File: src/rtl/msg_sched_pkg.sv
// msg_sched_pkg: FSM states, message lengths and ASCII tables
// shared by the scheduler and its character ROM.
package msg_sched_pkg;

  typedef enum logic [1:0] {
    IDLE = 2'd0,
    SEND = 2'd1,
    GAP  = 2'd2
  } state_e;

  localparam int unsigned LEN_GUAT = 9;
  localparam int unsigned LEN_QUET = 7;

  // Entry 0 is the first character; unused tail is zero-padded
  // so a 4-bit index always lands inside the table.
  localparam logic [15:0][7:0] GUAT_C = {
    {7{8'h00}},
    8'h61, 8'h6C, 8'h61, 8'h6D, 8'h65,
    8'h74, 8'h61, 8'h75, 8'h47
  };

  localparam logic [15:0][7:0] QUET_C = {
    {9{8'h00}},
    8'h6C, 8'h61, 8'h7A, 8'h74,
    8'h65, 8'h75, 8'h51
  };

  // sel 00/11 pick the long message, 01/10 the short one.
  function automatic logic is_guat(input logic [1:0] sel);
    return sel[1] == sel[0];
  endfunction

  function automatic logic [3:0] last_idx(input logic [1:0] sel);
    return is_guat(sel) ? 4'(LEN_GUAT - 1) : 4'(LEN_QUET - 1);
  endfunction

endpackage

File: src/rtl/msg_sched_if.sv
// msg_sched_if: requester / character-stream bundle.
// master drives en, req, sel_*, char_ready; slave drives the rest.
interface msg_sched_if;
  logic       en;
  logic [1:0] req;
  logic [1:0] sel_0;
  logic [1:0] sel_1;
  logic       char_ready;
  logic [7:0] char_out;
  logic       char_valid;
  logic [1:0] gnt;
  logic [1:0] done;
  logic       busy;

  modport master (
    output en, req, sel_0, sel_1, char_ready,
    input  char_out, char_valid, gnt, done, busy
  );

  modport slave (
    input  en, req, sel_0, sel_1, char_ready,
    output char_out, char_valid, gnt, done, busy
  );
endinterface

File: src/rtl/msg_rom.sv
// msg_rom: combinational (sel, index) -> ASCII character lookup.
// Ports: sel_i message select, idx_i char index, char_o character.
module msg_rom
  import msg_sched_pkg::*;
(
  input  logic [1:0] sel_i,
  input  logic [3:0] idx_i,
  output logic [7:0] char_o
);

  assign char_o = is_guat(sel_i) ? GUAT_C[idx_i]
                                 : QUET_C[idx_i];

endmodule

File: src/rtl/msg_sched.sv
// msg_sched: two-requester round-robin message streamer with gap.
// Ports: clk, reset (async high), bus (msg_sched_if.slave).
module msg_sched
  import msg_sched_pkg::*;
#(
  parameter int unsigned GAP_CYCLES = 2
) (
  input  logic         clk,
  input  logic         reset,
  msg_sched_if.slave   bus
);

  state_e     state_q, state_d;
  logic [3:0] idx_q, idx_d;
  logic [1:0] sel_q, sel_d;
  logic [1:0] gnt_q, gnt_d;
  logic [1:0] done_q, done_d;
  logic [3:0] cnt_q, cnt_d;
  logic       prio_q, prio_d;

  logic       valid;
  logic       fire;
  logic       last;
  logic       gid;
  logic [7:0] rom_char;

  msg_rom u_rom (
    .sel_i  (sel_q),
    .idx_i  (idx_q),
    .char_o (rom_char)
  );

  assign valid = (state_q == SEND) && bus.en;
  assign fire  = valid && bus.char_ready;
  assign last  = idx_q == last_idx(sel_q);

  // prio_q names the requester that wins a tie.
  assign gid = (&bus.req) ? prio_q : bus.req[1];

  always_ff @(posedge clk or posedge reset) begin
    if (reset) begin
      state_q <= IDLE;
      idx_q   <= '0;
      sel_q   <= '0;
      gnt_q   <= '0;
      done_q  <= '0;
      cnt_q   <= '0;
      prio_q  <= 1'b0;
    end else begin
      state_q <= state_d;
      idx_q   <= idx_d;
      sel_q   <= sel_d;
      gnt_q   <= gnt_d;
      done_q  <= done_d;
      cnt_q   <= cnt_d;
      prio_q  <= prio_d;
    end
  end

  always_comb begin
    state_d = state_q;
    idx_d   = idx_q;
    sel_d   = sel_q;
    gnt_d   = gnt_q;
    done_d  = '0;
    cnt_d   = cnt_q;
    prio_d  = prio_q;
    unique case (state_q)
      IDLE: begin
        if (bus.en && (bus.req != 2'b00)) begin
          gnt_d   = gid ? 2'b10 : 2'b01;
          sel_d   = gid ? bus.sel_1 : bus.sel_0;
          prio_d  = ~gid;
          idx_d   = '0;
          state_d = SEND;
        end
      end
      SEND: begin
        if (fire) begin
          if (last) begin
            gnt_d   = '0;
            done_d  = gnt_q;
            idx_d   = '0;
            cnt_d   = '0;
            state_d = (GAP_CYCLES == 0) ? IDLE : GAP;
          end else begin
            idx_d = idx_q + 4'd1;
          end
        end
      end
      GAP: begin
        if (bus.en) begin
          if (cnt_q == 4'(GAP_CYCLES - 1)) begin
            cnt_d   = '0;
            state_d = IDLE;
          end else begin
            cnt_d = cnt_q + 4'd1;
          end
        end
      end
      default: state_d = IDLE;
    endcase
  end

  assign bus.char_valid = valid;
  assign bus.char_out   = valid ? rom_char : 8'h00;
  assign bus.gnt        = gnt_q;
  assign bus.done       = done_q;
  assign bus.busy       = state_q != IDLE;

endmodule

File: src/flat_wrapper.sv
// flat-port wrapper written by rule: the top's interface ports become plain ports
module msg_sched_flat import msg_sched_pkg::*;
#(
  parameter int unsigned GAP_CYCLES = 2
)
  (clk, reset, bus_en, bus_req, bus_sel_0, bus_sel_1, bus_char_ready, bus_char_out, bus_char_valid, bus_gnt, bus_done, bus_busy);
  msg_sched_if bus_i ();
  input  logic clk;
  input  logic reset;
  input wire logic [$bits(bus_i.en)-1:0] bus_en;
  input wire logic [$bits(bus_i.req)-1:0] bus_req;
  input wire logic [$bits(bus_i.sel_0)-1:0] bus_sel_0;
  input wire logic [$bits(bus_i.sel_1)-1:0] bus_sel_1;
  input wire logic [$bits(bus_i.char_ready)-1:0] bus_char_ready;
  output wire logic [$bits(bus_i.char_out)-1:0] bus_char_out;
  output wire logic [$bits(bus_i.char_valid)-1:0] bus_char_valid;
  output wire logic [$bits(bus_i.gnt)-1:0] bus_gnt;
  output wire logic [$bits(bus_i.done)-1:0] bus_done;
  output wire logic [$bits(bus_i.busy)-1:0] bus_busy;
  assign bus_i.en = bus_en;
  assign bus_i.req = bus_req;
  assign bus_i.sel_0 = bus_sel_0;
  assign bus_i.sel_1 = bus_sel_1;
  assign bus_i.char_ready = bus_char_ready;
  assign bus_char_out = bus_i.char_out;
  assign bus_char_valid = bus_i.char_valid;
  assign bus_gnt = bus_i.gnt;
  assign bus_done = bus_i.done;
  assign bus_busy = bus_i.busy;
  msg_sched #(.GAP_CYCLES(GAP_CYCLES)) u_core (.clk(clk), .reset(reset), .bus(bus_i));
endmodule
File: config.mk
export PLATFORM = sky130hd
export DESIGN_NAME = msg_sched_flat
export DESIGN_NICKNAME = d
export VERILOG_FILES = /design/src/rtl/msg_sched_pkg.sv /design/src/rtl/msg_sched_if.sv /design/src/rtl/msg_rom.sv /design/src/rtl/msg_sched.sv /design/src/flat_wrapper.sv
export SDC_FILE = /design/constraint.sdc
export NUM_CORES = 1
export LEC_CHECK = 0
export CAP_MARGIN = 0
export CORE_ASPECT_RATIO = 0.9
export CORE_UTILIZATION = 50
export CTS_CLUSTER_SIZE = 8
export DETAILED_ROUTE_END_ITERATION = 16
export PLACE_DENSITY_LB_ADDON = 0.05
export SETUP_SLACK_MARGIN = 0.05
export SLEW_MARGIN = 20
export SYNTH_ARGS = -nofsm -noshare
export SYNTH_HDL_FRONTEND = slang
export SYNTH_SLANG_ARGS = --single-unit
File: constraint.sdc
create_clock -name clk -period 2.25 [get_ports clk]
set_clock_uncertainty 0.15 [all_clocks]
set_input_delay 0.45 -clock clk [delete_from_list [all_inputs] [get_ports clk]]
set_output_delay 0.45 -clock clk [all_outputs]
set_load 0.1 [all_outputs]
* Word-level counts from Yosys, hierarchy flattened *
Memory sizes are Yosys's and may differ from the RTL's.
Index checks and enable logic that the tools add are counted.

operators by class
  add/sub/neg operators = 2
  magnitude comparators = 1
  equality and inequality tests = 10
  muxes and demuxes = 30
  bitwise operators = 1
  reduce and logical (&&, ||, !) cells = 14

operators by type and width
  operator               number
  $mux W4                8
  $mux W8                4
  $mux W2                13
  $pmux W4 S2            2
  $add A4 B1 Y4 const B  2
  $ne A2 B1 Y1 const B   4
  $reduce_and A4 Y1      2
  $reduce_bool A2 Y1     4
  $pmux W2 S3            1
  $lt A4 B5 Y1 const B   1
  $reduce_and A5 Y1      1
  $eq A4 B1 Y1 const B   1
  $eq A4 B4 Y1           1
  $pmux W2 S2            1
  $reduce_and A2 Y1      2
  $logic_and A1 B1 Y1    3
  $reduce_and A3 Y1      1
  $eq A2 B1 Y1 const B   1
  $eq A2 B2 Y1 const B   1
  $logic_not A2 Y1       1
  $ne A2 B2 Y1 const B   1
  $eq A1 B1 Y1           1
  $mux W1                1
  $not A1 Y1             1

storage, ports and cells
  register bits after elaboration = 17
  bits in read-only memories = 256
  input port bits = 10
  output and inout port bits = 14
  word-level logic and storage cells = 67
  memories = 2

memories
  name              depth  bits a word  rd ports  clocked after memory_dff  wr ports  RTL line       text
  (name not given)  16     8            1         0                         0         msg_rom.sv:12  : QUET_C[idx_i];
  (name not given)  16     8            1         0                         0         msg_rom.sv:11  assign char_o = is_guat(sel_i) ? GUAT_C[idx_i]

* Logic depth before layout (Yosys ltp) *
  depth in word-level cells = 6
  depth in mapped cells = 6
  depth with buffers taken out = 6

* Hierarchy *
Synthesis repeated with hierarchy kept, for this count alone.

second synthesis, totals
  cells, all modules = 132
  area, all modules = 1197.4 um2

by module, submodules not included
  module     times used  cells an instance  area each (um2)  seq. area each (um2)
  msg_sched  1           104                1008.5           425.4
  msg_rom    1           28                 188.9            0.0

* Least setup slack after synthesis *
OpenSTA, ideal clock, no wires.

  path kind = register -> output
  start point = reg u_core.state_q[1]
  end point = out bus_char_out[3]
  arrival = 3797 ps
  required time = 1650 ps
  path slack = -2147 ps
  cell stages (with the launch flop) = 4
  path buffers = 0
  cell sequence = dfrtp_1 > and2b_1 > nand2_1 > nor4_1

between the ends
  cells in the longest elaborated chain, start to end = 3

ends and longest elaborated chain
  item                    RTL line            text
  from (decl)             msg_sched.sv:13     state_e state_q, state_d;
  from (signal assigned)  msg_sched.sv:50     state_q <= state_d;
  $eq A2 B1 Y1            msg_sched.sv:33     assign valid = (state_q == SEND) && bus.en;
  $logic_and A1 B1 Y1     msg_sched.sv:33
  $mux W8                 msg_sched.sv:106    assign bus.char_out = valid ? rom_char : 8'h00;
  to (decl)               flat_wrapper.sv:15  output wire logic [$bits(bus_i.char_out)-1:0] bus_char_out;

Every way passes these cells.

* Final worst setup path *
  start point = reg u_core.idx_q[1]
  end point = out bus_char_out[0]

between the ends
  cells in the longest elaborated chain, start to end = 4
  elaborated cells on any way between the ends = 6
  those cells by class = mux: 4; memory: 2

ends and longest elaborated chain
  item                               RTL line                      text
  from (decl)                        msg_sched.sv:14               logic [3:0] idx_q, idx_d;
  from (signal assigned)             msg_sched.sv:51               idx_q <= idx_d;
  $mem_v2 Z16 W8 (on tied branches)  -
  $mux W8 (on tied branches)         msg_rom.sv:12, msg_rom.sv:11
  $mux W8 (*)                        msg_rom.sv:11
  $mux W8 (*)                        msg_sched.sv:106

Every way passes the cells marked *; elsewhere a longest branch is shown, timed or not. The select of a mux whose other input is x is not followed.

==> summary.md <==
| Metric | Value |
|---|---|
| Run status | finished, violations left |
| Failing checks | setup timing |
| Initial antenna violation count | 0 |
| Detailed-route DRC error count | 0 |
| First-pass GRT wire length | 5550 um |
| Slew HR | 56.0% |
| IO Pins | 24 |
| Peak Freq | 0.399 GHz |
| Post-route minimum period | 2.51 ns |
| Layout Cells excl Fill | 204 |
| Synth cell types | 46 |
| Ys Warns | 0 |
| # diodes | 0 |
| IO buf count | 22 |
| Final Cell Area | 1940 um^2 |
| Final TNS setup | -0.800 ns |
| WS Path Type | register to output pin |
| DR WL/cell | 16.6 um |
| Synth Area per Inst | 9.02 um^2 |
| Hold Buf Count CTS | 0 |
| CP Capture Type | output pin |
| Post-DR vias/cell | 5.93 |
| Inst Count DP | 192 |
| Clock Sinks | 17 |
| Synth Cell Area | 1190 um^2 |
| Total congestion overflow | 0 |
| TritonCTS clock tree | done |
| WP data required | 1.65 ns |
| Die area | 2580 um^2 |
| Gr usage total | 29.3% |
| Top_reg_cell synth | dfrtp_1 |
| Clock Pin Slew Worst Setup and Hold Paths | 0.10 ns |
| Count leader, synth | dfrtp_1 |
| Die width | 53.5 um |
| Clock root buffer | clkbuf_4 |
| PwrDens | 1580 nW/um^2 |
| Post-DP Area | 1750 um^2 |
| Post-synthesis sequential area ratio | 35.7% |
| Core area | 2220 um^2 |
| Routed Antenna Nets | 0 |
| Worst Path Max Fanout | 4 |
| Commonest cells in the synthesized netlist | 17 x dfrtp_1, 12 x nand2_1, 11 x inv_1 |
| Dpl hpwl | 2330 um |
| Post-layout utilization of the core | 87.3% |
| Post-Route WL | 3380 um |
| Share of cells above drive strength 1 | 42.9% |
| Max-cap violations | 0 |
| Vias | 1209 |
| Max-slew violation count | 0 |
| Seq cells post-synth | 17 |
| GPL Wtd Cong | 0.821 |
| Worst setup SP type | register |
| Number of global-route vias before repair | 1205 |
| Initial Util | 53.6% |
| Worst-Margin Slew | 0.660 ns |
| RSZ-0062 raised after global routing | yes |
| Later-pin clock latency in the skew report | 0.30 ns |
| DRT iter0 DRCs | 43 |
| Die Ht | 48.3 um |
| Class of the worst hold path | register to register |
| Yosys top cell by area | dfrtp_1 |
| Gate Count Post-Synth | 132 |
| Largest net degree at the start of global routing | 18 |
| Fin crit share | 111% |
| CTS buffer count | 3 |
| H-tree depth | 1 |
| Leakage | 0.830 nW |
| Worst setup margin | -0.257 ns |
| Syn-to-layout area delta | 62.8% |
| Post-Syn Nets | 151 |
| IR drop worst, VDD | 0.00161 V |
| Share of synthesized flip-flops with an asynchronous set or reset | 100% |
| Fin. Hold Viols | 0 |
| Maximum clock path buffer count | 2 |
| Count of final setup violators | 6 |
| Top cells by area, synth | dfrtp_1 36%, ha_1 9.5%, nand2_1 3.8%, inv_1 3.5%, a21oi_1 2.9% |
| Nets | 197 |
| First-pass DRT Iterations | 4 |
| EDFF count, synth | 0 |
| Arrival @ worst endpoint | 1.91 ns |
| Post-synth top area share | 35.7% |
| Pwr Total | 3.06 mW |
| Row count | 16 |
## worst max-delay path, cell delays in order (launching register included)
cell	delay (ns)
dfrtp_2	0.47
buf_6	0.14
mux2i_2	0.17
nor2_1	0.07
or3_4	0.38
a21oi_4	0.18
buf_12	0.19
## logic make-up (layout without fill, tap and decap cells)
kind of cell | after synthesis | after routing | share of synthesized area, %
flip-flops | 17 | 17 | 35.7
AND/OR/NAND/NOR | 49 | 49 | 23.7
adder cells (fa/ha/maj) | 9 | 9 | 9.45
multiplexers | 4 | 4 | 4.41
buffers and inverters | 16 | 61 | 5.46
XOR/XNOR | 4 | 4 | 3.57
AO/OA/AOI/OAI | 32 | 32 | 17.3
other | 1 | 1 | 0.315
## registers in the layout, indices dropped and copies added (netlist names)
register and count:
u_core.prio_q 1, u_core.state_q 2, u_core.cnt_q 4, u_core.bus.gnt 2, u_core.idx_q 4, u_core.bus.done 2, u_core.sel_q 2
## layer usage
| metal | vias to the layer above | wire, um | global-route usage, % |
|---|---|---|---|
| met5 | - | 0 | 0 |
| met2 | 46 | 1650 | 47.3 |
| li1 | 566 | - | - |
| met4 | 0 | 63 | 6.14 |
| met1 | 586 | 1500 | 39.1 |
| met3 | 11 | 161 | 7.23 |
## cell usage in the layout (no fill, tap or decap), types with 2 or more instances in the layout
master           count
nand2_1             11
clkdlybuf4s50_1      8
nand2b_1             3
nor3_4               3
inv_4                2
o211ai_1             2
dfrtp_2              4
nor2_1               7
buf_4               22
buf_12               9
dfrtp_1             13
ha_4                 5
o21ai_1              4
buf_6                4
ha_1                 3
a21oi_1              5
inv_1                9
and3_1               3
mux2i_1              2
clkbuf_4             3
o22ai_1              3
nor2_4               2
o32ai_1              2
o21ai_0              3
nor4_1               2
or2_1                2
or3_1                2
## path summary, 6_finish.rpt
path                                        startpoint                          end  slack [ns]  depth (start not counted)
hold / removal               u_core.prio_q$_DFFE_PP0P_    u_core.prio_q$_DFFE_PP0P_        0.35                          1
min in group asynchronous                        reset    u_core.prio_q$_DFFE_PP0P_        0.38                          2
hold reg to reg              u_core.prio_q$_DFFE_PP0P_    u_core.prio_q$_DFFE_PP0P_        0.35                          1
max in group asynchronous                        reset  u_core.idx_q[2]$_DFFE_PP0P_        1.11                          2
setup / recovery           u_core.idx_q[1]$_DFFE_PP0P_              bus_char_out[0]       -0.26                          6
setup reg to reg           u_core.idx_q[0]$_DFFE_PP0P_  u_core.cnt_q[2]$_DFFE_PP0P_        0.22                          6
## cell type report
| cell class | count | area, um^2 |
|---|---|---|
| clock buffer | 4 | 26.3 |
| fill | 109 | 283 |
| inverter | 13 | 57.6 |
| multi-input combinational | 99 | 912 |
| sequential | 17 | 430 |
| tap | 27 | 33.8 |
| timing repair buffer | 44 | 479 |
## stage by stage
stage	setup slack, ns	hold slack [ns]
6_report	-0.257	0.348
5_1_grt	-0.319	0.360
3_5_place_dp	-0.0955	0.327
3_3_place_gp	-0.0706	0.319
4_1_cts	-0.237	0.349
2_1_floorplan	-0.287	0.226
## power by group
part	total [mW]	switching, mW	internal, mW	leakage (nW)
sequential	0.585	0.162	0.423	0.203
combinational	2.31	1.33	0.980	0.612
clock	0.169	0.0997	0.0691	0.0150
total	3.06	1.59	1.47	0.830
## timing repair
item	4_1_cts	5_1_grt
endpoints found under the hold margin	0	0
gates resized for setup	20	6
pin swaps	9	3
setup endpoints to repair	8	8
cloned	0	0
buffers inserted	6	2
(Power assumes the default switching activity.)
